`src/rtl/interrupt_sequencer.sv`:
```
// Interrupt sequencer for the 6502C core.
// Synchronizes the NMI_L and IRQ_L pins and latches NMI falling edges.
// Arbitrates RES, NMI, IRQ and BRK at instruction boundaries.
// Runs the seven-step entry sequence: two dummy cycles, three stack pushes,
// then the two vector fetches that also set the I flag.
// Every output is a flop except the stall-gated strobes, which are decoded
// from the current step and qualified by rdy.

module interrupt_sequencer #(
  parameter int          SYNC_STAGES = 2,
  parameter logic [15:0] NMI_VEC     = 16'hFFFA,
  parameter logic [15:0] RES_VEC     = 16'hFFFC,
  parameter logic [15:0] IRQ_VEC     = 16'hFFFE
) (
  input  logic        clk,
  input  logic        rst_L,
  input  logic        NMI_L,
  input  logic        IRQ_L,
  input  logic        brk_req,
  input  logic        I_flag,
  input  logic        instr_end,
  input  logic        rdy,
  output logic        seq_active,
  output logic [2:0]  seq_step,
  output logic [1:0]  int_src,
  output logic        push_en,
  output logic [1:0]  push_sel,
  output logic        b_flag,
  output logic [15:0] vec_addr,
  output logic        vec_rd_lo,
  output logic        vec_rd_hi,
  output logic        set_I,
  output logic        seq_done,
  output logic        nmi_pending
);

  // The step number is the state encoding itself, so seq_step can be taken
  // straight from the next-state value; IDLE sits in the unused code 7.
  typedef enum logic [2:0] {
    ST_S0   = 3'd0,
    ST_S1   = 3'd1,
    ST_S2   = 3'd2,
    ST_S3   = 3'd3,
    ST_S4   = 3'd4,
    ST_S5   = 3'd5,
    ST_S6   = 3'd6,
    ST_IDLE = 3'd7
  } state_t;

  // Interrupt source codes, as they appear on int_src.
  typedef enum logic [1:0] {
    SRC_NONE = 2'b00,
    SRC_RES  = 2'b01,
    SRC_NMI  = 2'b10,
    SRC_IRQ  = 2'b11
  } src_t;

  logic [SYNC_STAGES-1:0] nmi_sync;
  logic [SYNC_STAGES-1:0] irq_sync;
  logic                   nmi_s;
  logic                   irq_s;
  logic                   nmi_prev;
  logic                   nmi_edge;
  logic                   irq_req;
  logic                   res_pending;

  state_t                 state;
  state_t                 state_nx;
  src_t                   src;
  src_t                   src_nx;
  logic                   is_brk;
  logic                   is_brk_nx;
  logic [15:0]            base;
  logic [15:0]            base_nx;
  logic [2:0]             step_nx;
  logic                   nmi_clr;
  logic                   res_clr;

  assign nmi_s    = nmi_sync[SYNC_STAGES-1];
  assign irq_s    = irq_sync[SYNC_STAGES-1];
  assign nmi_edge = nmi_prev & ~nmi_s;
  assign irq_req  = ~irq_s & ~I_flag;
  assign int_src  = src;
  assign step_nx  = state_nx;

  // Shift both asynchronous pins through their synchronizer chains.
  // The chains idle high, so reset must not look like a pin going low.
  always_ff @(posedge clk) begin
    if (!rst_L) begin
      nmi_sync <= '1;
      irq_sync <= '1;
    end else begin
      nmi_sync[0] <= NMI_L;
      irq_sync[0] <= IRQ_L;
      for (int i = 1; i < SYNC_STAGES; i++) begin
        nmi_sync[i] <= nmi_sync[i-1];
        irq_sync[i] <= irq_sync[i-1];
      end
    end
  end

  // Latch NMI falling edges and the power-on reset request.
  // A new edge wins over the clear, so an NMI arriving at that moment is kept.
  always_ff @(posedge clk) begin
    if (!rst_L) begin
      nmi_prev    <= 1'b1;
      nmi_pending <= 1'b0;
      res_pending <= 1'b1;
    end else begin
      nmi_prev <= nmi_s;
      if (nmi_edge) begin
        nmi_pending <= 1'b1;
      end else if (nmi_clr) begin
        nmi_pending <= 1'b0;
      end
      if (res_clr) begin
        res_pending <= 1'b0;
      end
    end
  end

  // Decide the next state, the source and the vector base for the sequence.
  // The sequence is never re-entered from S6. Any request still pending at
  // that point waits in IDLE for the next instruction boundary.
  always_comb begin
    state_nx  = state;
    src_nx    = src;
    is_brk_nx = is_brk;
    base_nx   = base;
    nmi_clr   = 1'b0;
    res_clr   = 1'b0;
    case (state)
      ST_IDLE: begin
        src_nx    = SRC_NONE;
        is_brk_nx = 1'b0;
        if (res_pending) begin
          state_nx = ST_S0;
          src_nx   = SRC_RES;
        end else if (instr_end && rdy) begin
          if (nmi_pending) begin
            state_nx = ST_S0;
            src_nx   = SRC_NMI;
          end else if (irq_req) begin
            state_nx = ST_S0;
            src_nx   = SRC_IRQ;
          end else if (brk_req) begin
            state_nx  = ST_S0;
            src_nx    = SRC_IRQ;
            is_brk_nx = 1'b1;
          end
        end
      end
      ST_S6: begin
        if (rdy) begin
          state_nx  = ST_IDLE;
          src_nx    = SRC_NONE;
          is_brk_nx = 1'b0;
          res_clr   = (src == SRC_RES);
        end
      end
      default: begin
        if (rdy) begin
          state_nx = state_t'(state + 3'd1);
          // The vector is chosen while leaving S4. A pending NMI takes over
          // an IRQ/BRK sequence here; the P byte is already on the stack.
          if (state == ST_S4) begin
            case (src)
              SRC_RES: base_nx = RES_VEC;
              SRC_NMI: base_nx = NMI_VEC;
              default: begin
                if (nmi_pending) begin
                  base_nx = NMI_VEC;
                  src_nx  = SRC_NMI;
                end else begin
                  base_nx = IRQ_VEC;
                end
              end
            endcase
          end
          nmi_clr = (state == ST_S5) && (src == SRC_NMI);
        end
      end
    endcase
  end

  // Register the state together with the step-dependent outputs. They are
  // computed from the next state so that they line up with the current step.
  always_ff @(posedge clk) begin
    if (!rst_L) begin
      state      <= ST_IDLE;
      src        <= SRC_NONE;
      is_brk     <= 1'b0;
      base       <= '0;
      seq_active <= 1'b0;
      seq_step   <= 3'd0;
      push_sel   <= 2'b00;
      b_flag     <= 1'b0;
      vec_addr   <= '0;
    end else begin
      state      <= state_nx;
      src        <= src_nx;
      is_brk     <= is_brk_nx;
      base       <= base_nx;
      seq_active <= (state_nx != ST_IDLE);
      seq_step   <= (state_nx == ST_IDLE) ? 3'd0 : step_nx;
      case (state_nx)
        ST_S3:   push_sel <= 2'b01;
        ST_S4:   push_sel <= 2'b10;
        default: push_sel <= 2'b00;
      endcase
      b_flag <= (state_nx == ST_S4) && is_brk_nx;
      case (state_nx)
        ST_S5:   vec_addr <= base_nx;
        ST_S6:   vec_addr <= 16'(base_nx + 16'd1);
        default: vec_addr <= '0;
      endcase
    end
  end

  // Strobes fire only while rdy is high. A reset sequence performs dummy
  // stack reads, so it never raises push_en.
  always_comb begin
    push_en   = 1'b0;
    vec_rd_lo = 1'b0;
    vec_rd_hi = 1'b0;
    set_I     = 1'b0;
    seq_done  = 1'b0;
    if (rdy) begin
      case (state)
        ST_S2, ST_S3, ST_S4: push_en = (src != SRC_RES);
        ST_S5:               vec_rd_lo = 1'b1;
        ST_S6: begin
          vec_rd_hi = 1'b1;
          set_I     = 1'b1;
          seq_done  = 1'b1;
        end
        default: ;
      endcase
    end
  end

  // At most one datapath access strobe is active in any cycle.
  a_one_strobe: assert property (@(posedge clk) disable iff (!rst_L)
    $onehot0({push_en, vec_rd_lo, vec_rd_hi}));

endmodule

```
`config.mk`:
```
export PLATFORM = sky130hd
export DESIGN_NAME = interrupt_sequencer
export DESIGN_NICKNAME = d
export VERILOG_FILES = /design/src/rtl/interrupt_sequencer.sv
export SDC_FILE = /design/constraint.sdc
export NUM_CORES = 1
export LEC_CHECK = 0
export ABC_CLOCK_PERIOD_IN_PS = 6600
export CORE_MARGIN = 10
export CORE_UTILIZATION = 57
export DETAILED_ROUTE_END_ITERATION = 8
export PLACE_DENSITY_LB_ADDON = 0.2
export SLEW_MARGIN = 15
export SYNTH_ARGS = -nofsm -noshare
export SYNTH_HDL_FRONTEND = slang
export SYNTH_SLANG_ARGS = --single-unit
```
`constraint.sdc`:
```
create_clock -name clk -period 6.6 [get_ports clk]
set_clock_uncertainty 0.2 [all_clocks]
set_input_delay 0.99 -clock clk [delete_from_list [all_inputs] [get_ports clk]]
set_output_delay 0.99 -clock clk [all_outputs]
set_load 0.01 [all_outputs]
```
# Yosys cells after proc, flatten, opt, wreduce, memory -nomap -nowiden
# Index checks and enable logic that the tools add are counted.
[classes] eq_ne=17 n_addsub=2 n_reduce_logical=12 bitwise=6 n_mux=45
[ops] operator="two-way mux 16 bit" count=3
[ops] operator="case mux 16 bit (2 select lines)" count=1
[ops] operator="== test 3 bit (second input constant)" count=8
[ops] operator="two-way mux 3 bit" count=8
[ops] operator="two-way mux 2 bit" count=10
[ops] operator="two-way mux 1 bit" count=18
[ops] operator="adder 16 x 1 -> 16 bit (second input constant)" count=1
[ops] operator="case mux 3 bit (2 select lines)" count=2
[ops] operator="== test 3 x 2 -> 1 bit (second input constant)" count=3
[ops] operator="case mux 2 bit (2 select lines)" count=2
[ops] operator="nonzero test 3 bit" count=2
[ops] operator="OR reduction 2 bit" count=3
[ops] operator="AND reduction 5 bit" count=1
[ops] operator="NOT 1 bit" count=4
[ops] operator="nonzero test 2 bit" count=2
[ops] operator="adder 3 x 1 -> 3 bit (second input constant)" count=1
[ops] operator="logical AND 1 bit" count=3
[ops] operator="inequality test 3 x 1 -> 1 bit (second input constant)" count=1
[ops] operator="inequality test 3 bit (second input constant)" count=1
[ops] operator="OR reduction 3 bit" count=1
[ops] operator="bitwise AND 1 bit" count=2
[ops] operator="== test 2 x 1 -> 1 bit (second input constant)" count=1
[ops] operator="== test 2 bit (second input constant)" count=1
[ops] operator="inequality test 2 x 1 -> 1 bit (second input constant)" count=1
[ops] operator="other kinds (2)" count=2
[word_totals] regBits=52 out_inout_bits=31 in_bits=8 wordCells=96

# Longest topological paths before layout
# Gate-level depths: netlist of run 1.
[logic_depth] depth_word=9 ltp_mapped=13 ltp_nobuf=12

# Least setup slack after synthesis of run 1
# Ideal clock, no wire load.
[synth_timing] path_type="input port to flip-flop" start="input port rdy" end="register vec_addr[12]" n_path_buf=2 required_time_ns=6.331 setup_ns=0.069 setup_slack_ns=3.306 arrival_time_ns=3.025 path_stages=11 path_cell_list="buf_4 -> nand2_1 -> or3_1 -> clkbuf_1 -> o21ai_1 -> ha_1 -> inv_1 -> nor2_1 -> a22oi_1 -> or4_1 -> o21ai_1"
[synth_via] word_cells_on_any_way=12 cone_classes="add/sub (1); eq/ne (2); mux (8); reduce/logical (1)"
[synth_rtl] item="start: declaration" line="22" source="input logic rdy,"
[synth_rtl] item="two-way mux 16 bit" line="162" source="if (rdy) begin"
[synth_rtl] item="two-way mux 16 bit" line="132" source="case (state)"
[synth_rtl] item="net base_nx[1]" line="74" source="logic [15:0] base_nx;"
[synth_rtl] item="adder 16 x 1 -> 16 bit" line="214" source="ST_S6: vec_addr <= 16'(base_nx + 16'd1);"
[synth_rtl] item="case mux 16 bit (2 select lines)" line="212" source="case (state_nx)"
[synth_rtl] item="end signal: assignment" line="213" source="ST_S5: vec_addr <= base_nx;"
[synth_rtl] item="end signal: assignment" line="214"
[synth_rtl] item="end: declaration" line="29" source="output logic [15:0] vec_addr,"
# The timed path passes the listed nets, and every way through them passes these cells.
# A chain may end at the register's enable or synchronous reset.

# Worst setup path in the final report of run 1
# Ends and elaborated chain as after synthesis.

==> qor.json, run 1 <==
{
  "synthesis.area": {"value": 2390, "unit": "sq um"},
  "finalHoldViolCount": {"value": 0},
  "endpoint_kind": {"value": "flip-flop"},
  "drive_gt1_share": {"value": 6.291, "unit": "%"},
  "grt_overflow": {"value": 0},
  "timing.reg2reg.worst_path_depth": {"value": 11},
  "flow.area_growth_from_synthesis": {"value": 19.06, "unit": "%"},
  "layout_setup_ws": {"value": 2.695, "unit": "ns"},
  "rsz_0062_raised_after_global_routing": {"value": "false"},
  "yosys.area.top_type_share": {"value": 43.56, "unit": "%"},
  "clkSinkCount": {"value": 52},
  "path_clk_slew": {"value": 0.09, "unit": "ns"},
  "port_buffers": {"value": 38},
  "synth-edff-count": {"value": 0},
  "first_pass_grt_wire_length": {"value": 9466, "unit": "microns"},
  "grt_start_max_net_pins": {"value": 26},
  "category_of_the_worst_setup_path_launch_point": {"value": "primary input"},
  "antenna_found_initial": {"value": 0},
  "totalWireLength": {"value": 5718, "unit": "microns"},
  "synth-simple-area-share": {"value": 25.34, "unit": "%"},
  "critical_path_arrival": {"value": 3.95, "unit": "ns"},
  "cts_inserted_buffers": {"value": 5},
  "hold_crit_depth": {"value": 1},
  "number_of_global_route_vias_before_repair": {"value": 1931},
  "drt-pass1-iter-count": {"value": 4},
  "avgViaCountPerCell": {"value": 5.787},
  "tns": {"value": 0, "unit": "ns"},
  "worst-endpoint-required": {"value": 6.64, "unit": "ns"},
  "synth_warnings": {"value": 0},
  "max_freq": {"value": 256.1, "unit": "MHz"},
  "leakage": {"value": 1.088, "unit": "nW"},
  "dpl_hpwl": {"value": 4065, "unit": "microns"},
  "synth-seq-cells": {"value": 52},
  "power_per_standard_cell_area": {"value": 360.0, "unit": "nW/um^2"},
  "synthDominantAreaCellType": {"value": "sky130_fd_sc_hd__dfxtp_1"},
  "ir_drop": {"value": 0.2668, "unit": "mV"},
  "grt_use_total": {"value": 15.86, "unit": "%"},
  "synth_top_flop_cell": {"value": "sky130_fd_sc_hd__dfxtp_1"},
  "die_height": {"value": 84.75, "unit": "microns"},
  "post_synthesis_adder_cell_area_fraction": {"value": 5.759, "unit": "%"},
  "cts_max_level": {"value": 2},
  "worstReg2RegStart": {"value": "state[0]$_SDFF_PN1_"},
  "globalplace.congestion": {"value": 0.9345},
  "postLayoutCellArea": {"value": 2845, "unit": "sq um"},
  "crit_fanout": {"value": 14},
  "synth-compound-area-share": {"value": 19.21, "unit": "%"},
  "full_die_area": {"value": 7183, "unit": "sq um"},
  "die_width": {"value": 84.75, "unit": "microns"},
  "timing.rr.end": {"value": "vec_addr[12]$_SDFF_PN0_"},
  "status": {"value": "finished clean"},
  "cts_setup_buffers": {"value": 0},
  "top_usage_layer": {"value": "met2"},
  "groute.layer.met2.usage": {"value": 24.30, "unit": "%"},
  "synth-async-reset-ratio": {"value": 0, "unit": "%"},
  "final_net_count": {"value": 321},
  "core_area": {"value": 4029, "unit": "sq um"},
  "cts-root-buf": {"value": "sky130_fd_sc_hd__clkbuf_8"},
  "detail_route.wl_per_cell": {"value": 16.24, "unit": "microns"},
  "final-setup-viol-count": {"value": 0},
  "drc_errors": {"value": 0},
  "grt.met3_usage": {"value": 5.024, "unit": "%"},
  "syn_avg_cell_area": {"value": 8.818, "unit": "sq um"},
  "dominant_combinational_cell_family_by_area_after_synthesis": {"value": "simple AND/OR/NAND/NOR gates"},
  "num_rows": {"value": 23},
  "dr_total_vias": {"value": 2037},
  "synth-seq-area-share": {"value": 43.56, "unit": "%"},
  "placed_area": {"value": 2754, "unit": "sq um"},
  "timing.reg2reg.setup_slack": {"value": 3.12, "unit": "ns"},
  "max-clock-path-buffers": {"value": 2},
  "relative_max_transition_margin": {"value": 59.05, "unit": "%"},
  "tightestPinTransition": {"value": 0.6142, "unit": "ns"},
  "timing.max_cap.violations": {"value": 0},
  "post_synth_num_cell_types": {"value": 59},
  "antenna_fix_cells": {"value": 0},
  "hp-class": {"value": "flip-flop to flip-flop"},
  "final_antenna_net_count": {"value": 0},
  "clk_latency": {"value": 0.31, "unit": "ns"},
  "finalMaxSlewViolations": {"value": 0},
  "yosys.area_share.xor_xnor": {"value": 0, "unit": "%"},
  "tritoncts": {"value": "yes"},
  "drt_iter0_drc": {"value": 221},
  "total_i_o_pin_count": {"value": 39},
  "synthesis.instances": {"value": 271},
  "cts_hold_repair.buffers": {"value": 0},
  "grt.met1_usage": {"value": 20.29, "unit": "%"},
  "hold-path-endpoint": {"value": "irq_sync[1]$_SDFF_PN1_"},
  "most_repeated_cell_in_the_gate_level_netlist_after_synthesis": {"value": "sky130_fd_sc_hd__dfxtp_1"},
  "post-route-min-period": {"value": 3.905, "unit": "ns"},
  "place_worst_setup_slack": {"value": 2.434, "unit": "ns"},
  "synth_common_cells": {"value": "sky130_fd_sc_hd__dfxtp_1, sky130_fd_sc_hd__nor2_1, sky130_fd_sc_hd__nand2_1, sky130_fd_sc_hd__o21ai_0, sky130_fd_sc_hd__a21oi_1"},
  "synthMuxAreaShare": {"value": 0.6283, "unit": "%"},
  "cts_resized": {"value": 0},
  "critical_path_class": {"value": "primary input to flip-flop"},
  "synth_top_cells_by_area": {"value": "sky130_fd_sc_hd__dfxtp_1, sky130_fd_sc_hd__nor2_1, sky130_fd_sc_hd__ha_1, sky130_fd_sc_hd__nand2_1, sky130_fd_sc_hd__o21ai_0"},
  "fin_crit_sh": {"value": 59.16, "unit": "%"},
  "initial_core_util": {"value": 59.32, "unit": "%"},
  "syn_nets": {"value": 290},
  "worst_hold_startpoint": {"value": "irq_sync[0]$_SDFF_PN1_"}
}
## area by class of cell
type | count | area [sq um]
multi-input cells | 192 | 1217
fillers | 354 | 1184
flip-flops and latches | 52 | 1041
repair buffers | 39 | 387.9
clock buffers | 6 | 82.58
well taps | 50 | 62.56
inverters | 12 | 45.04
clock inverters | 1 | 8.758
## metrics by stage
step	cells	total power, mW	util, %	hold slack (ns)
global placement	345	0.8278	68.35	0.1881
detailed placement	345	0.8380	68.35	0.1987
CTS	352	1.023	70.62	0.2206
global route	352	1.091	70.62	0.2456
finish	352	1.024	70.62	0.2138
floorplan	271	0.7101	-	0.1863
## flip-flops by register name, indices dropped and copies added, names as in the netlist
name,cells
int_src,2
seq_step,3
nmi_prev,1
irq_sync,2
vec_addr,16
base,16
push_sel,2
b_flag,1
state,3
res_pending,1
seq_active,1
is_brk,1
nmi_pending,1
nmi_sync,2
## power breakdown
group	internal, mW	total (mW)	switching (mW)
Clock	0.0838	0.188	0.104
Sequential	0.356	0.393	0.0369
Combinational	0.190	0.443	0.253
Total	0.630	1.02	0.394
## critical path, cell delays in order
cell and delay, ns:
sky130_fd_sc_hd__clkdlybuf4s50_1 0.70, sky130_fd_sc_hd__nand2_1 0.17, sky130_fd_sc_hd__or3_1 0.58, sky130_fd_sc_hd__o21ai_1 0.29, sky130_fd_sc_hd__ha_1 0.30, sky130_fd_sc_hd__inv_1 0.14, sky130_fd_sc_hd__nor2_1 0.12, sky130_fd_sc_hd__a22oi_1 0.12
sky130_fd_sc_hd__or4_1 0.43, sky130_fd_sc_hd__o21ai_1 0.10
## cell families (layout without fill, tap and decap cells)
logic type | count (synthesis) | in the layout
muxes | 1 | 1
DFF | 52 | 52
and+or+nand+nor | 118 | 118
AOI/OAI and AO/OA | 62 | 62
buffers and inverters | 27 | 58
adders and majority gates | 11 | 11
## layout by cell type (no fill, tap or decap), types with 3 or more instances in the layout
cell type | synthesis | layout
sky130_fd_sc_hd__dfxtp_1 | 52 | 52
sky130_fd_sc_hd__nor2_1 | 39 | 39
sky130_fd_sc_hd__clkdlybuf4s50_1 | 0 | 38
sky130_fd_sc_hd__nand2_1 | 19 | 19
sky130_fd_sc_hd__o21ai_0 | 13 | 13
sky130_fd_sc_hd__a21oi_1 | 12 | 12
sky130_fd_sc_hd__inv_1 | 11 | 11
sky130_fd_sc_hd__ha_1 | 11 | 11
sky130_fd_sc_hd__nand2b_1 | 10 | 10
sky130_fd_sc_hd__nand3_1 | 9 | 9
sky130_fd_sc_hd__nor3_1 | 9 | 9
sky130_fd_sc_hd__clkbuf_8 | 0 | 6
sky130_fd_sc_hd__nor2b_1 | 5 | 5
sky130_fd_sc_hd__and2_1 | 3 | 3
sky130_fd_sc_hd__and3_1 | 3 | 3
sky130_fd_sc_hd__a211oi_1 | 3 | 3
sky130_fd_sc_hd__nand4_1 | 3 | 3
sky130_fd_sc_hd__a31oi_1 | 3 | 3
sky130_fd_sc_hd__o31a_1 | 3 | 3
sky130_fd_sc_hd__nor4_1 | 3 | 3
sky130_fd_sc_hd__a311oi_1 | 3 | 3
sky130_fd_sc_hd__a221oi_1 | 3 | 3
## how the worst max path moves through the flow
stage | start | to | slack (ns) | depth (start not counted)
after floorplan | rdy | vec_addr[12]$_SDFF_PN0_ | 3.31 | 11
after global placement | rdy | vec_addr[12]$_SDFF_PN0_ | 2.56 | 10
after detailed placement | rdy | vec_addr[12]$_SDFF_PN0_ | 2.43 | 10
after CTS | rdy | vec_addr[12]$_SDFF_PN0_ | 2.73 | 10
after global routing | rdy | vec_addr[12]$_SDFF_PN0_ | 2.47 | 10
final | rdy | vec_addr[12]$_SDFF_PN0_ | 2.70 | 10
## routing by layer
metal	up-vias	share of wire, %
li1	1018	-
met2	62	45
met4	0	1.7
met5	-	0
met1	947	46
met3	10	7.5
No activity file was read; power rests on OpenSTA's default activity.
==> run 2, diff against run 1 <==
- ABC_CLOCK_PERIOD_IN_PS: 6600 -> 4000
- CORE_UTILIZATION: 57 -> 53
- clock period: 6.6 -> 4 ns (I/O delays scaled with it)
==> run 2 against run 1 <==
Global-route usage shrank 0.49 points. Flip-flop and latch count unchanged. Critical path depth unchanged. Cell count is 2.0% higher. First-iteration DRC count shrank 3.6%. Routed wire length decreased by 1.9%. Worst setup slack got worse by 2.1 ns. Sequential power grew 65%. Critical path type unchanged. Highest routed layer unchanged.
==> qor.json, run 2 (synthesis results as in run 1) <==
{
  "die_width": {"value": 87.15, "unit": "microns"},
  "grt_overflow": {"value": 0},
  "cts_setup_buffers": {"value": 0},
  "met3WireLength": {"value": 462, "unit": "microns"},
  "dpl_hpwl": {"value": 4073, "unit": "microns"},
  "critical_path_class": {"value": "primary input to flip-flop"},
  "die_height": {"value": 87.15, "unit": "microns"},
  "m1WireLength": {"value": 2579, "unit": "microns"},
  "category_of_the_worst_setup_path_launch_point": {"value": "primary input"},
  "final_antenna_net_count": {"value": 0},
  "initial_core_util": {"value": 54.89, "unit": "%"},
  "crit_fanout": {"value": 11},
  "fin_crit_sh": {"value": 84.83, "unit": "%"},
  "worstReg2RegStart": {"value": "state[0]$_SDFF_PN1_"},
  "hp-class": {"value": "flip-flop to flip-flop"},
  "cts_inserted_buffers": {"value": 5},
  "path_clk_slew": {"value": 0.10, "unit": "ns"},
  "worst_hold_startpoint": {"value": "irq_sync[0]$_SDFF_PN1_"},
  "post-place-cells": {"value": 351},
  "drt-pass1-iter-count": {"value": 4},
  "final-setup-viol-count": {"value": 0},
  "antenna_fix_cells": {"value": 0},
  "cts_resized": {"value": 0},
  "relative_max_transition_margin": {"value": 59.44, "unit": "%"},
  "endpoint_kind": {"value": "flip-flop"},
  "tightestPinTransition": {"value": 0.6065, "unit": "ns"},
  "cts-root-buf": {"value": "sky130_fd_sc_hd__clkbuf_8"},
  "critical_path_arrival": {"value": 3.44, "unit": "ns"},
  "avgViaCountPerCell": {"value": 5.799},
  "post-route-min-period": {"value": 3.393, "unit": "ns"},
  "max_freq": {"value": 294.7, "unit": "MHz"},
  "power_per_standard_cell_area": {"value": 590.6, "unit": "nW/um^2"},
  "timing.critical_path.slowest_cell_delay": {"value": 0.69, "unit": "ns"},
  "cts_max_level": {"value": 2},
  "detail_route.wl_per_cell": {"value": 15.63, "unit": "microns"},
  "timing.critical_path.cells": {"value": "clkdlybuf4s50_1 -> nand2_1 -> or3_1 -> o21ai_1 -> ha_1 -> inv_1 -> nor2_1 -> a22oi_1 -> or4_1 -> o21ai_1"},
  "ir_drop": {"value": 0.3899, "unit": "mV"},
  "grt_use_total": {"value": 15.37, "unit": "%"},
  "core_area": {"value": 4354, "unit": "sq um"},
  "worst-endpoint-required": {"value": 4.05, "unit": "ns"},
  "layout_top_registers": {"value": "base (16), vec_addr (16)"},
  "timing.reg2reg.setup_slack": {"value": 0.61, "unit": "ns"},
  "drive_gt1_share": {"value": 7.818, "unit": "%"},
  "highest-signal-layer": {"value": "met4"},
  "globalplace.congestion": {"value": 0.9455},
  "critical_path.slowest_cell": {"value": "sky130_fd_sc_hd__clkdlybuf4s50_1"},
  "layout.cells.most_common": {"value": "sky130_fd_sc_hd__dfxtp_1"},
  "finalHoldViolCount": {"value": 0},
  "finalMaxSlewViolations": {"value": 0},
  "total_i_o_pin_count": {"value": 39},
  "port_buffers": {"value": 38},
  "hold_crit_depth": {"value": 1},
  "cts_hold_repair.buffers": {"value": 0},
  "timing.reg2reg.worst_path_depth": {"value": 11},
  "dr_total_vias": {"value": 2082},
  "status": {"value": "finished clean"},
  "placed_area": {"value": 2786, "unit": "sq um"},
  "tns": {"value": 0, "unit": "ns"},
  "grt_start_max_net_pins": {"value": 25},
  "final_net_count": {"value": 325},
  "routed-wl-met2": {"value": 2504, "unit": "microns"},
  "max-clock-path-buffers": {"value": 2},
  "hold-path-endpoint": {"value": "irq_sync[1]$_SDFF_PN1_"},
  "number_of_global_route_vias_before_repair": {"value": 2033},
  "timing.rr.end": {"value": "vec_addr[12]$_SDFF_PN0_"},
  "postLayoutCellArea": {"value": 2883, "unit": "sq um"},
  "fillerInstances": {"value": 376},
  "first_pass_grt_wire_length": {"value": 9708, "unit": "microns"},
  "power.total": {"value": 1.702, "unit": "mW"},
  "worst_path_most_repeated_cell": {"value": "sky130_fd_sc_hd__o21ai_1"},
  "full_die_area": {"value": 7595, "unit": "sq um"},
  "layout_common_cells": {"value": "sky130_fd_sc_hd__dfxtp_1, sky130_fd_sc_hd__nor2_1, sky130_fd_sc_hd__clkdlybuf4s50_1, sky130_fd_sc_hd__nand2_1, sky130_fd_sc_hd__o21ai_0"},
  "drt_iter0_drc": {"value": 213},
  "instances_no_fill": {"value": 359},
  "antenna_found_initial": {"value": 0},
  "totalWireLength": {"value": 5611, "unit": "microns"},
  "flow.area_growth_from_synthesis": {"value": 20.63, "unit": "%"},
  "drc_errors": {"value": 0},
  "postLayoutCoreUtil": {"value": 66.21, "unit": "%"},
  "rsz_0062_raised_after_global_routing": {"value": "false"},
  "clk_latency": {"value": 0.30, "unit": "ns"},
  "timing.max_cap.violations": {"value": 0},
  "leakage": {"value": 1.111, "unit": "nW"},
  "num_rows": {"value": 24},
  "clkSinkCount": {"value": 52},
  "tritoncts": {"value": "yes"}
}
[run 2: cell types whose count changed in the layout (fill, tap and decap cells not counted)]
cell	change
sky130_fd_sc_hd__clkinv_4	-1
sky130_fd_sc_hd__clkinv_2	+1
sky130_fd_sc_hd__inv_6	+1
sky130_fd_sc_hd__buf_4	+4
[run 2: per-stage QoR]
step | worst slack, ns | hold WS [ns]
after floorplan | 0.9215 | 0.1863
after global placement | 0.4707 | 0.1885
after detailed placement | 0.3648 | 0.1932
after CTS | 0.6568 | 0.2160
after global routing | 0.3706 | 0.2318
final | 0.6067 | 0.2140
[run 2: area by class of cell]
| cell class | count | area, sq um | area share [%] |
|---|---|---|---|
| Sequential cell | 52 | 1041 | 36.11 |
| Clock buffer | 6 | 82.58 | 2.865 |
| Multi-Input combinational cell | 192 | 1217 | 42.23 |
| Inverter | 12 | 45.04 | 1.563 |
| Clock inverter | 2 | 13.76 | 0.4774 |
| Timing Repair Buffer | 43 | 417.9 | 14.50 |
| Tap cell | 52 | 65.06 | 2.257 |
[run 2: worst max path at each step]
stage | start | endpoint | slack (ns) | cells past startpoint
after floorplan | state[0]$_SDFF_PN1_ | vec_addr[12]$_SDFF_PN0_ | 0.92 | 12
final | rdy | vec_addr[12]$_SDFF_PN0_ | 0.61 | 10
after CTS | rdy | vec_addr[12]$_SDFF_PN0_ | 0.66 | 10
after global routing | state[0]$_SDFF_PN1_ | vec_addr[12]$_SDFF_PN0_ | 0.37 | 11
after detailed placement | rdy | vec_addr[12]$_SDFF_PN0_ | 0.36 | 10
after global placement | rdy | vec_addr[12]$_SDFF_PN0_ | 0.47 | 10
[run 2: power by group]
part	switching (mW)	total, mW	internal (mW)
clock network	0.174	0.315	0.142
logic	0.417	0.739	0.322
registers	0.0597	0.648	0.588
[run 2: routing by layer]
layer / vias to the layer above / track usage (%)
met2: 78 / 23.32
met3: 10 / 5.150
met1: 956 / 20.49
met5: - / 0
li1: 1038 / -
met4: 0 / 3.623
[run 2: worst max-delay path: cells and delay by family]
| family | cells | cell delay [ns] |
|---|---|---|
| fa+ha+maj | 1 | 0.31 |
| simple gates | 4 | 1.26 |
| compound gates | 3 | 0.44 |
| buf+inv | 2 | 0.83 |
==> patch 1 (flow settings as in run 1) <==
Add an input register stage for `IRQ_L`, without a reset; this delays it by one clock. The other inputs are not delayed to match.
--- a/src/rtl/interrupt_sequencer.sv
+++ b/src/rtl/interrupt_sequencer.sv
@@ -55,6 +55,12 @@
     SRC_IRQ  = 2'b11
   } src_t;
 
+  logic IRQ_L_q;
+
+  always_ff @(posedge clk) begin
+    IRQ_L_q <= IRQ_L;
+  end
+
   logic [SYNC_STAGES-1:0] nmi_sync;
   logic [SYNC_STAGES-1:0] irq_sync;
   logic                   nmi_s;
@@ -91,7 +97,7 @@
       irq_sync <= '1;
     end else begin
       nmi_sync[0] <= NMI_L;
-      irq_sync[0] <= IRQ_L;
+      irq_sync[0] <= IRQ_L_q;
       for (int i = 1; i < SYNC_STAGES; i++) begin
         nmi_sync[i] <= nmi_sync[i-1];
         irq_sync[i] <= irq_sync[i-1];
Formal check against the unedited RTL: not equivalent (Yosys sat finds a counterexample within 10 cycles, from zero or initial values and one cycle with rst_L low).
==> patch 1 against run 1 <==
Highest routed layer unchanged. Synthesized area is 0.84% lower. Sequential share of layout area is 0.77 points higher. Largest power group unchanged. Sequential cell count is 1 higher. Setup slack worse by 0.037 ns. First-iteration DRC count is 0.45% higher. Critical path type unchanged. Global-route usage is 0.13 points higher. Power is 1.8% lower. Worst hold slack worse by 0.00076 ns. Die area is 0.64% lower. Fmax is 0.93% lower. Cell area is 0.18% lower. Non-clock buffer count is 1 higher. Synthesized cell count is 3.0% higher. Wire length is 3.9% lower.
==> patch 1: results (changes against run 1) <==
GRT
  – First-pass GRT wire length: 9.77 mm (+3.2%)
  – Antenna violations before repair: 0 (unchanged)
  – Largest net degree at the start of global routing: 18 (-31%)
  – Vias in the first global route: 2036 (+5.4%)
  – GRT Util Overall: 16.0% (+0.13 points)

Worst setup path
  – CP max stage cell: nor3_2
  – Critical path peak fanout: 17 (+3)
  – Worst EP arrival: 3.96 ns (about the same)
  – CP top delay family: simple AND/OR/NAND/NOR gates
  – Max stage delay on crit path: 0.78 ns (+0.08 ns)

Placement
  – Area after DPL: 0.00276 mm² (about the same)
  – DPL Wire Length: 4.02 mm (-1.1%)
  – RePlAce Congestion: 0.901 (-3.6%)
  – Placed Cells: 354 (+2.6%)
  – Dpl ws: 2.43 ns (-0.00260 ns)
  – I/O Buffers: 38 (unchanged)

Clock tree
  – Root Driver: clkbuf_8
  – CTS HTree Levels: 2 (unchanged)
  – Post-CTS setup buffers: 0 (unchanged)
  – Clk slew on worst S/H paths: 0.09 ns (about the same)
  – CTS Buffer Depth: 2 (unchanged)
  – Clk_lat worst skew: about 0.3 ns
  – Post-CTS Resized: 0 (unchanged)
  – CTS Buf Count: 5 (unchanged)

Synthesis
  – Syn nets: 298 (+2.8%)
  – Sequential fraction of the synthesis area: 44.8% (+1.2 points)
  – Number of library cell types mapped by synthesis: 50 (-15%)
  – Syn avg cell area: 8.49 µm² (-3.7%)
  – Synth cell count leaders: dfxtp_1 (53), nor2_1 (35), a21oi_1 (23), nand2_1 (23), nand3_1 (13)
  – Yosys warnings: 0 (unchanged)
  – Largest cells by area after synthesis: dfxtp_1 (45%), ha_1 (5.8%), nor2_1 (5.5%)
  – Asr flop ratio synth: 0% (unchanged)
  – Main synth FF type: dfxtp_1

Power and ir drop
  – Pleak: 1.09 nW (+0.33%)
  – Max IR drop VDD: 0.000226 V (-15%)

Detailed routing
  – First-pass DRT Iterations: 5 (+1)
  – Initial drt markers: 222 (+0.45%)
  – Avg WL per Cell: 15.2 µm (-6.6%)
  – Post-route ant nets: 0 (unchanged)
  – Number of vias per cell: 5.83 (+0.77%)

Finish
  – Largest regs: base: 16 flops, vec_addr: 16 flops
  – Fill count: 347 (-2.0%)
  – Share of cells above drive strength 1: 4.49% (-1.8 points)
  – Fin cells: 362 (+2.8%)
  – ANT cells: 0 (unchanged)
  – Fin nets: 330 (+2.8%)
  – Post-route core utilization: 71.0% (+0.38 points)
  – Commonest non-fill, non-tap cell in the layout: dfxtp_1

STA
  – Max-slew headroom: 37.1% (-22 points)

Hold path
  – HP Class: reg2reg

Outcome
  – Status: complete, no violations
==> patch 1: changes by cell type after synthesis, sizes merged, moves of 3 or more <==
| cell | change |
|---|---|
| a21oi | +11 |
| o21ai | -5 |
| nand3 | +4 |
| nor2 | -4 |
| a221oi | -3 |
| and2 | +3 |
| nand2 | +3 |
| nor3 | -3 |
==> patch 1: cell type report <==
cell class,instances,share of cell area [%]
timing repair buffer,40,13.9
tap,50,2.20
clock inverter,1,0.264
inverter,11,1.45
clock buffer,7,2.69
sequential,53,37.4
multi-input combinational,200,42.1
==> patch 1: cell families (layout without fill, tap and decap cells) <==
| kind of cell | Yosys count | count (layout) | share of synthesized area, % |
|---|---|---|---|
| flip-flops | 53 | 53 | 44.8 |
| buffers and inverters | 26 | 59 | 4.75 |
| adder cells (fa/ha/maj) | 11 | 11 | 5.81 |
| AND/OR/NAND/NOR | 122 | 122 | 25.9 |
| AO/OA/AOI/OAI | 67 | 67 | 18.8 |
==> patch 1: final timing paths <==
| path | startpoint | endpoint | slack, ns | depth (start not counted) |
|---|---|---|---|---|
| max | rdy | vec_addr[7]$_SDFF_PN0_ | 2.66 | 9 |
| min | nmi_sync[0]$_SDFF_PN1_ | nmi_sync[1]$_SDFF_PN1_ | 0.21 | 1 |
| max reg2reg | state[0]$_SDFF_PN1_ | vec_addr[10]$_SDFF_PN0_ | 3.15 | 11 |
| min reg2reg | nmi_sync[0]$_SDFF_PN1_ | nmi_sync[1]$_SDFF_PN1_ | 0.21 | 1 |
==> patch 1: report_power, final <==
part           total [mW]  switching (mW)  internal (mW)
clock network       0.171          0.0960         0.0751
registers           0.403          0.0361          0.366
logic               0.432           0.248          0.184
==> patch 1: per-layer routing <==
metal  track usage (%)  part of all wire (%)
met5                 0                     0
met4              4.34                   1.0
met3              5.70                   8.8
met2              24.2                    43
met1              20.9                    47
==> patch 2 (flow settings as in run 1) <==
Made on the original files. Set the parameter `SYNC_STAGES` to 1 (it was 2).
--- a/src/rtl/interrupt_sequencer.sv
+++ b/src/rtl/interrupt_sequencer.sv
@@ -7,7 +7,7 @@
 // from the current step and qualified by rdy.
 
 module interrupt_sequencer #(
-  parameter int          SYNC_STAGES = 2,
+  parameter int          SYNC_STAGES = 1,
   parameter logic [15:0] NMI_VEC     = 16'hFFFA,
   parameter logic [15:0] RES_VEC     = 16'hFFFC,
   parameter logic [15:0] IRQ_VEC     = 16'hFFFE
Check against the original RTL: not equivalent (Yosys sat finds a counterexample within 4 cycles, from zero or initial values and one cycle with rst_L low).
==> patch 2 against run 1 <==
Die area grew 2.6%. Highest routed layer unchanged. Sequential cell count shrank 2. Global-route usage is essentially flat. Setup slack lost 0.32 ns. Power grew 5.1%. Wire length grew 1.3%. Synthesized area grew 3.5%. Cell area grew 2.4%. Largest power group unchanged. Combinational power grew 17%.
==> patch 2: results (changes against run 1) <==
Placement
  – I/O Buffers: 38 (unchanged)
  – RePlAce Congestion: 0.912 (-2.4%)
  – Dpl ws: 2.12 ns (-0.316 ns)
  – Placed Cells: 361 (+4.6%)
  – DPL Wire Length: 4.32 mm (+6.2%)

Detailed routing
  – Met3 routed WL: 408 µm (-4.7%)
  – Initial drt markers: 163 (-26%)
  – Met1 Routed Length: 2.67 mm (+2.6%)
  – Via count: 2116 (+3.9%)
  – DR top layer: met4
  – Met2 wire length: 2.67 mm (+3.1%)
  – Final WL: 5.79 mm (+1.3%)

Clock tree
  – Post-CTS setup buffers: 0 (unchanged)
  – CTS Buffer Depth: 2 (unchanged)
  – CTS HTree Levels: 2 (unchanged)
  – Post-CTS Resized: 0 (unchanged)
  – Clk slew on worst S/H paths: 0.09 ns (about the same)
  – CTS Buf Count: 5 (unchanged)
  – Root Driver: clkbuf_8

Synthesis
  – Syn avg cell area: 8.55 µm² (-3.0%)
  – Number of library cell types mapped by synthesis: 56 (-5.1%)
  – Largest cells by area after synthesis: dfxtp_1 (40%), ha_1 (5.6%), nand2_1 (4.6%)
  – Yosys warnings: 0 (unchanged)
  – Sequential fraction of the synthesis area: 40.5% (-3.1 points)
  – Asr flop ratio synth: 0% (unchanged)
  – Synth cell count leaders: dfxtp_1 (50), nand2_1 (30), nor2_1 (27)
  – Syn nets: 308 (+6.2%)

Finish
  – Fin nets: 337 (+5.0%)
  – ANT cells: 0 (unchanged)
  – Fin cells: 369 (+4.8%)
  – Largest regs: base: 16 flops, vec_addr: 16 flops
  – Share of cells above drive strength 1: 7.52% (+1.2 points)

STA
  – Max-slew headroom: 26.4% (-33 points)
  – Hold violation total from the final report: 0 (unchanged)

Outcome
  – Status: complete, no violations

Power and ir drop
  – Max IR drop VDD: 0.000189 V (-29%)
  – Pleak: 1.06 nW (-2.6%)

GRT
  – Antenna violations before repair: 0 (unchanged)
  – Largest net degree at the start of global routing: 31 (+19%)
  – First-pass GRT wire length: 9.71 mm (+2.6%)
  – GRT Util Overall: 15.9% (+0.032 points)
  – Vias in the first global route: 1938 (+0.36%)

Worst setup path
  – Critical path peak fanout: 26 (+12)
  – R2R depth: 11 (unchanged)
  – Worst EP arrival: 4.25 ns (+0.30 ns)
  – CP max stage cell: and2_1
  – Max stage delay on crit path: 0.72 ns (+0.02 ns)
  – CP top delay family: simple AND/OR/NAND/NOR gates

Hold path
  – HP Class: reg2reg
  – Hold depth: 1 (unchanged)
==> patch 2: cell types whose count changed after synthesis, moves of 3 or more <==
cell / delta
nor2b_1: +11
a221oi_1: -3
o31a_1: -3
o211ai_1: +4
and2_1: +3
nand2_1: +11
nand2b_1: -5
nor2_1: -12
o21ai_1: +3
nor3_1: +4
a311oi_1: -3
==> patch 2: final cells by class <==
class	instances	area (µm²)
clock buffers	6	72.6
clock inverters	2	13.8
fillers	344	1170
inverters	10	37.5
multi-input cells	213	1350
flip-flops and latches	50	1000
well taps	50	62.6
repair buffers	38	380
==> patch 2: stage by stage <==
step | util [%] | instance area, µm²
final | 71.3 | 2910
after global routing | 71.3 | 2910
after CTS | 71.3 | 2910
after detailed placement | 69.2 | 2830
after global placement | 69.2 | 2830
after floorplan | - | 2470
==> patch 2: final timing paths <==
kind	startpoint	endpoint	slack (ns)
max	rdy	vec_addr[12]$_SDFF_PN0_	2.37
min reg2reg	nmi_s$_SDFF_PN1_	nmi_prev$_SDFF_PN1_	0.25
min	nmi_s$_SDFF_PN1_	nmi_prev$_SDFF_PN1_	0.25
max reg2reg	state[0]$_SDFF_PN1_	vec_addr[12]$_SDFF_PN0_	2.74
==> patch 2: power breakdown <==
| part | switching (mW) | total [mW] | internal (mW) |
|---|---|---|---|
| clock | 0.0995 | 0.174 | 0.0749 |
| sequential | 0.0376 | 0.383 | 0.345 |
| combinational | 0.318 | 0.519 | 0.201 |
==> patch 2: logic make-up after synthesis <==
logic type | Yosys count | share of synthesized area, %
and+or+nand+nor | 130 | 27.7
DFF | 50 | 40.5
AOI/OAI and AO/OA | 72 | 21.2
buffers and inverters | 26 | 5.06
adders and majority gates | 11 | 5.57
==> patch 2: worst reg2reg max path: stages, from the launching register on <==
cell      delay (ns)
dfxtp_1         0.37
ha_1            0.24
ha_1            0.32
and4bb_2        0.39
and2_1          0.72
nor2_1          0.08
a21oi_1         0.22
ha_1            0.40
nand2_1         0.09
nor4_1          0.37
nand3_1         0.14
a211oi_1        0.23
==> patch 2: metal layers <==
| metal | vias to the layer above | track usage, % |
|---|---|---|
| met4 | 0 | 4.94 |
| met3 | 6 | 4.45 |
| li1 | 1076 | - |
| met5 | - | 0 |
| met1 | 965 | 20.9 |
| met2 | 69 | 24.4 |
